===== config.mk =====
export PLATFORM = sky130hd
export DESIGN_NAME = reg_file_mp
export DESIGN_NICKNAME = d
export VERILOG_FILES = /design/src/rtl/reg_file_mp.sv
export SDC_FILE = /design/constraint.sdc
export NUM_CORES = 2
export LEC_CHECK = 0
export ABC_CLOCK_PERIOD_IN_PS = 3500
export CORE_MARGIN = 2
export CORE_UTILIZATION = 60
export CTS_CLUSTER_DIAMETER = 30
export CTS_CLUSTER_SIZE = 12
export DETAILED_ROUTE_END_ITERATION = 16
export GPL_TIMING_DRIVEN = 0
export PLACE_DENSITY = 0.88
export SYNTH_ARGS = -nofsm -noshare
export SYNTH_HDL_FRONTEND = slang
export SYNTH_SLANG_ARGS = --single-unit

===== constraint.sdc =====
create_clock -name clk -period 3.5 [get_ports clk]
set_clock_uncertainty 0.1 [all_clocks]
set_input_delay 0.7 -clock clk [delete_from_list [all_inputs] [get_ports clk]]
set_output_delay 0.7 -clock clk [all_outputs]
set_load 0.05 [all_outputs]

===== src/rtl/reg_file_mp.sv =====
// Multi-port register file: NUM_RD combinational reads, two synchronous writes, port 1 wins on collision.
// Latency: reads 0 cycles (optional same-cycle bypass), writes land at the next edge; clear sweep takes DEPTH cycles.
// Backpressure: none; writes issued while busy are discarded and flagged one cycle later on wr_drop.
module reg_file_mp #(
    parameter int DATA_W   = 32,
    parameter int ADDR_W   = 5,
    parameter int NUM_RD   = 2,
    parameter int BYPASS   = 1,
    parameter int ZERO_REG = 1
) (
    input  logic                       clk,
    input  logic                       reset,
    input  logic                       we0,
    input  logic [ADDR_W-1:0]          waddr0,
    input  logic [DATA_W-1:0]          wdata0,
    input  logic                       we1,
    input  logic [ADDR_W-1:0]          waddr1,
    input  logic [DATA_W-1:0]          wdata1,
    input  logic [NUM_RD*ADDR_W-1:0]   raddr,
    output logic [NUM_RD*DATA_W-1:0]   rdata,
    input  logic                       clr_req,
    output logic                       busy,
    output logic                       wr_drop
);

    localparam int DEPTH = 1 << ADDR_W;

    typedef enum logic {
        IDLE  = 1'b0,
        SWEEP = 1'b1
    } state_t;

    state_t              r_state;
    logic [ADDR_W-1:0]   r_ptr;
    logic                r_busy;
    logic                r_wr_drop;
    logic [DATA_W-1:0]   r_mem [DEPTH];

    logic                w_we0_eff;
    logic                w_we1_eff;

    // A write to the hardwired-zero entry is a no-op and is never reported as dropped.
    assign w_we0_eff = we0 && !((ZERO_REG != 0) && (waddr0 == '0));
    assign w_we1_eff = we1 && !((ZERO_REG != 0) && (waddr1 == '0));

    always_ff @(posedge clk or negedge reset) begin
        if (!reset) begin
            r_state   <= IDLE;
            r_ptr     <= '0;
            r_busy    <= 1'b0;
            r_wr_drop <= 1'b0;
            for (int i = 0; i < DEPTH; i++) begin
                r_mem[i] <= '0;
            end
        end else begin
            r_wr_drop <= r_busy && (w_we0_eff || w_we1_eff);
            case (r_state)
                IDLE: begin
                    if (w_we0_eff) begin
                        r_mem[waddr0] <= wdata0;
                    end
                    if (w_we1_eff) begin
                        r_mem[waddr1] <= wdata1;
                    end
                    if (clr_req) begin
                        r_state <= SWEEP;
                        r_ptr   <= '0;
                        r_busy  <= 1'b1;
                    end
                end
                SWEEP: begin
                    r_mem[r_ptr] <= '0;
                    if (r_ptr == ADDR_W'(DEPTH - 1)) begin
                        r_state <= IDLE;
                        r_busy  <= 1'b0;
                        r_ptr   <= '0;
                    end else begin
                        r_ptr <= r_ptr + ADDR_W'(1);
                    end
                end
                default: begin
                    r_state <= IDLE;
                    r_busy  <= 1'b0;
                end
            endcase
        end
    end

    for (genvar k = 0; k < NUM_RD; k++) begin : g_rd
        logic [ADDR_W-1:0] w_ra;
        logic [DATA_W-1:0] w_rd;

        assign w_ra = raddr[k*ADDR_W +: ADDR_W];

        // Port 1 is checked last so it overrides port 0 when both hit the same entry.
        always_comb begin
            w_rd = r_mem[w_ra];
            if ((BYPASS != 0) && !r_busy) begin
                if (we0 && (waddr0 == w_ra)) begin
                    w_rd = wdata0;
                end
                if (we1 && (waddr1 == w_ra)) begin
                    w_rd = wdata1;
                end
            end
            if ((ZERO_REG != 0) && (w_ra == '0)) begin
                w_rd = '0;
            end
        end

        assign rdata[k*DATA_W +: DATA_W] = w_rd;
    end

    assign busy    = r_busy;
    assign wr_drop = r_wr_drop;

endmodule

==> metrics.csv, run 1 <==
stage,metric,value,unit
clock_network,total CTS buffers,297,
status,status,aborted with a tool error,
grt,global-route wire length before repair,756300,µm
status,Halt Stage,global routing (5_1_grt),
floorplan,# rows,130,
floorplan,DIE HEIGHT,360.3,µm
placement,DP Wirelength,362100,µm
clock_network,H-tree Lvls,5,
placement,gpl congestion,1.462,
grt,GRT overflow,103,
synthesis,"Seq/Total Area, Yosys",33.90,%
synthesis,Post-synth EDFFs,0,
clock_network,clk buf depth,4,
synthesis,Synth Warn #,0,
synthesis,syn_nets,8567,
grt,GRT Util Overall,82.09,%
grt,largest net degree at the start of global routing,173,
synthesis,Cell variety after synth,46,
status,error msg,[ERROR GRT-0116] Global routing finished with congestion. Check the congestion regions in the DRC Viewer.,
clock_network,CTS Sinks,1032,
synthesis,cells after synthesis,8473,
synthesis,mapped cell area,76170,µm²
floorplan,Initial Util,60.58,%
synthesis,Mapped Avg Cell Area,8.990,µm²
grt,vias in the first global route,92470,
placement,port bufs,114,
floorplan,I/O pins,155,
synthesis,ys async rst share,100.0,%
clock_network,Root Driver,clkbuf_16,
synthesis,Synth Register Bits,1032,
synthesis,Main synth FF type,dfrtp_1,
floorplan,Die Span X,360.3,µm
-- layer usage --
layer | track usage, % | GRT overflow
met1 | 83.38 | 1
met2 | 93.07 | 57
met3 | 71.33 | 1
met4 | 80.30 | 44
met5 | 48.35 | 0
-- logic make-up after synthesis --
group / after synthesis / synth area share (%)
flops: 1032 / 33.90
buf+inv: 1099 / 5.807
xor+xnor: 20 / 0.2300
mux: 1822 / 23.94
simple gates: 1720 / 10.05
compound gates: 2775 / 25.98
fa+ha+maj: 5 / 0.08213
-- metrics by stage --
| stage | TNS, ps | instances | setup slack [ps] | cell area (µm²) |
|---|---|---|---|---|
| 2_1_floorplan | -3580 | 8473 | -448.4 | 76590 |
| 3_3_place_gp | - | 10240 | -47040 | 79790 |
| 3_5_place_dp | -787170 | 10250 | -3155 | 80150 |
| 4_1_cts | -11590 | 10840 | -309.7 | 97700 |
-- what timing repair did --
item | 4_1_cts
endpoints found under the hold margin | 96
pin swaps | 249
resized for setup | 1991
setup buffers | 70
hold buffers | 1
endpoints found under the setup margin | 146
cloned | 21
-- synth_stat cells (6+ instances only) --
library cell	count	area, µm²
a21oi_1	805	4029
a221o_1	93	930.9
a22o_1	922	8075
a22oi_1	512	3844
a31oi_1	124	775.7
a32o_1	32	320.3
and2_1	69	431.7
and3_1	7	43.79
and3b_1	8	70.07
and4_1	66	578.1
buf_1	51	191.4
buf_2	219	1096
buf_4	6	45.04
clkbuf_1	777	2917
dfrtp_1	1032	25820
inv_1	43	161.4
mux2i_1	1822	18240
nand2_1	337	1265
nand2b_1	8	50.05
nand3_1	310	1551
nand3b_1	6	45.04
nor2_1	807	3029
nor2b_1	10	62.56
nor3_1	66	330.3
o21ai_0	167	835.8
o31ai_1	42	315.3
o32ai_1	64	560.5
or3_1	6	37.54
xnor2_1	12	105.1
xor2_1	8	70.07
==> inputs of run 2 (changes only) <==
--- a/config.mk
+++ b/config.mk
@@ -7,12 +7,10 @@
 export LEC_CHECK = 0
 export ABC_CLOCK_PERIOD_IN_PS = 3500
 export CORE_MARGIN = 2
-export CORE_UTILIZATION = 60
-export CTS_CLUSTER_DIAMETER = 30
-export CTS_CLUSTER_SIZE = 12
+export CORE_UTILIZATION = 40
 export DETAILED_ROUTE_END_ITERATION = 16
 export GPL_TIMING_DRIVEN = 0
-export PLACE_DENSITY = 0.88
+export PLACE_DENSITY_LB_ADDON = 0.15
 export SYNTH_ARGS = -nofsm -noshare
 export SYNTH_HDL_FRONTEND = slang
 export SYNTH_SLANG_ARGS = --single-unit
==> run 2 against run 1 <==
  * The flow now finishes, with violations (capacitance limit, slew limit, setup timing)
  * Synthesized cell count is the same
  * Synthesized area is the same
==> metrics.csv, run 2 <==
stage,metric,value,unit,change
pwr,Max IR drop VDD,0.4419,mV,
worst_hold_path,Min-Delay Path Class,primary input to async pin,,
clock_network,total CTS buffers,136,,was 297
pwr,Psw,30.90,mW,
clock_network,clk buf depth,3,,was 4
cells_and_area,Layout fillers,17490,,
floorplan,Die Span X,440.4,µm,was 360.3 µm
floorplan,Core Region,189600,µm²,
synthesis,Cell variety after synth,46,,unchanged
drt,drt first pass iters,14,,
setup_path,critical path required time,2700,ps,
cells_and_area,final core utilization,50.22,%,
setup_path,CP Max Fanout,9,,
synthesis,syn_nets,8567,,unchanged
synthesis,area fraction of the dominant cell type after synthesis,33.90,%,unchanged
cells_and_area,biggest regs,"r_mem: 1024 flops, r_ptr: 5 flops",,
clock_network,H-tree Lvls,4,,was 5
setup_path,Arrival @ worst endpoint,3220,ps,
floorplan,I/O pins,155,,unchanged
synthesis,Area contributors post-synth,"dfrtp_1, mux2i_1, a22o_1",,unchanged
floorplan,DIE HEIGHT,440.4,µm,was 360.3 µm
synthesis,"count leader, synth",mux2i_1,,unchanged
setup_path,Reg2Reg Capture Point,r_mem[433]$_DFF_PN0_,,
clock_network,CTS Sinks,1032,,unchanged
sta,WHS,340.8,ps,
synthesis,cells after synthesis,8473,,unchanged
sta,max frequency,248.9,MHz,
sta,fin crit share,114.8,%,
pwr,Comb pwr share,44.4,%,
synthesis,Synth Area in Simple Gates,10.05,%,unchanged
cells_and_area,most frequent cells in the layout,"mux2i_1, dfrtp_1, a22o_1, a21oi_1, nor2_1",,
drt,post-route ant nets,0,,
pwr,Clk network pwr share,22.8,%,
synthesis,most frequent cells after synthesis,"mux2i_1, dfrtp_1, a22o_1",,unchanged
setup_path,WS Path Type,primary input to output port,,
setup_path,Worst Setup Start Kind,primary input,,
synthesis,post-synthesis mux area share,23.94,%,unchanged
clock_network,CTS tree,yes,,
synthesis,Post-synth EDFFs,0,,unchanged
status,failing checks,"capacitance limit, slew limit, setup timing",,
status,status,"complete, but fails checks",,was aborted with a tool error
setup_path,R2R Setup Slk,-170,ps,
drt,# DRC,0,,
floorplan,Initial Util,40.18,%,was 60.58%
synthesis,XOR/XNOR share of the synthesized area,0.2300,%,unchanged
synthesis,Synth Register Bits,1032,,unchanged
placement,gpl congestion,1.128,,was 1.462
sta,RSZ-0062 raised after global routing,true,,
drt,wire length per cell,49.31,µm,
floorplan,die area,193900,µm²,
grt,GRT Util Overall,56.65,%,
synthesis,compound-cell area share of the yosys netlist,25.98,%,unchanged
grt,vias in the first global route,78050,,
setup_path,Critical Path Max Stage Delay,850,ps,
pwr,P_leak,43.08,nW,
cells_and_area,Area growth syn-to-layout,25.00,%,
drt,via count,87480,,
sta,Slew HR,-12.46,%,
placement,port bufs,114,,unchanged
cells_and_area,layout cells sized above 1,18.16,%,
cells_and_area,max FFs per register,1024,,
cells_and_area,final cell count without fillers,11560,,
synthesis,largest family of logic cells by synthesized area,compound AO/OA/AOI/OAI gates,,unchanged
grt,global-route wire length before repair,737300,µm,
synthesis,Synth Warn #,0,,unchanged
clock_network,Clock transition at path regs,60,ps,
job,max-cap violation count,11,,
setup_path,Crit. End Element,output port,,
pwr,Internal Power,34.90,mW,
sta,Final Hold Fails,0,,
cells_and_area,Biggest register,r_mem,,
sta,Max Slew Vio Count,107,,
synthesis,"Seq/Total Area, Yosys",33.90,%,unchanged
pwr,Switching Share,46.96,%,
placement,cell count after placement,11120,,"was 10,250"
clock_network,Clock Latency Late Sink,840,ps,
sta,endpoints failing setup,172,,
grt,GRT overflow,0,,
pwr,Power Dens Cells,691.1,nW/µm²,
drt,Routed WL,569800,µm,
synthesis,ys async rst share,100.0,%,unchanged
setup_path,CP cell instances,"buf_2, inv_1, nor3_1, a31oi_1, o32ai_4, buf_6",,
synthesis,Mapped Avg Cell Area,8.990,µm²,unchanged
synthesis,area share of fa/ha/maj cells after synthesis,0.08213,%,unchanged
setup_path,cells on worst reg2reg path,5,,
cells_and_area,register area,25840,µm²,
synthesis,Main synth FF type,dfrtp_1,,unchanged
sta,setup ws final,-517.7,ps,
cells_and_area,nets@finish,8986,,
grt,antenna violations before repair,61,,
pwr,Flop pwr share,32.8,%,
drt,initial DRC count,15940,,
sta,min Tclk post-route,4018,ps,
clock_network,Root Driver,clkbuf_16,,unchanged
setup_path,slowest cell on the critical path,inv_1,,
placement,DP Wirelength,438500,µm,"was 362,100 µm"
synthesis,mapped cell area,76170,µm²,unchanged
floorplan,# rows,160,,was 130
grt,largest net degree at the start of global routing,158,,
cells_and_area,footprint of the multi-input gates,50530,µm²,
synthesis,cell taking the most area after synthesis,dfrtp_1,,unchanged
cells_and_area,"most common cell after layout, fill and taps aside",mux2i_1,,
setup_path,reg2reg start,r_state$_DFF_PN0_,,
sta,Slew @ Worst Pin,1687,ps,
drt,Vias/cell,7.570,,
-- run 2: cell type report --
class	count	share of cell area (%)
multi-input cells	6342	53.08
flip-flops and latches	1032	27.14
plain buffers	1038	7.455
clock buffers	200	4.177
repair buffers	297	4.012
well taps	2511	3.300
clock inverters	39	0.4810
inverters	45	0.2221
diodes	52	0.1367
-- run 2: power groups by stage --
stage	Combinational (mW)	Sequential (mW)	Clock (mW)
global placement	24.4	21.0	0
global route	29.7	21.7	15.2
floorplan	16.0	19.0	0
CTS	27.0	21.0	14.7
detailed placement	25.0	21.1	0
finish	29.2	21.6	15.0
-- run 2: worst max path at each step --
stage,startpoint,endpoint,slack [ps],cells after the start
6_report,wdata1[27],rdata[59],-520,6
3_5_place_dp,raddr[5],rdata[63],-3960,9
3_3_place_gp,reset,r_mem[177]$_DFF_PN0_,-50940,1
5_1_grt,raddr[1],rdata[10],-360,11
4_1_cts,raddr[6],rdata[62],-390,10
2_1_floorplan,raddr[6],rdata[41],-450,9
-- run 2: per-stage QoR --
step                power (mW)  setup slack (ps)  TNS (ps)  area [µm²]
floorplan                34.96            -448.4     -3580       76590
global placement         45.45            -50940         -       80870
detailed placement       46.17             -3964   -982750       81410
CTS                      62.74            -390.5    -14190       93390
global route             66.61            -359.5    -14460       95090
finish                   65.79            -517.7    -26130       95210
-- run 2: per-layer routing --
| layer | part of all wire, % | track usage, % | vias up | routed length (µm) |
|---|---|---|---|---|
| met3 | 16 | 27.45 | 2121 | 89990 |
| met5 | 0.029 | 0.5955 | - | 167 |
| met4 | 11 | 50.67 | 26 | 62990 |
| met1 | 37 | 70.36 | 43650 | 209000 |
| met2 | 36 | 70.78 | 8799 | 207700 |
| li1 | - | - | 32880 | - |
-- run 2: what timing repair did --
action                                  in CTS  in global routing
endpoints found under the hold margin       90                  0
resized for setup                         2040                311
endpoints found under the setup margin     477                 75
pin swaps                                  242                160
setup buffers                               89                 52
cloned                                      17                  6
hold buffers                                 1                  0
-- run 2: cells by family (layout without fill, tap and decap cells) --
group	Yosys count	in the layout
flip-flops	1032	1032
buffers and inverters	1099	1619
multiplexers	1822	1822
AO/OA/AOI/OAI	2775	2775
XOR/XNOR	20	20
AND/OR/NAND/NOR	1720	1720
adder cells (fa/ha/maj)	5	5
other	0	52
-- run 2: critical path, delay by kind of cell --
family          cells  cell delay, ps
compound gates      2             340
buf+inv             3            1780
simple gates        1             370
Note: power is estimated with default switching activity, not from simulation.
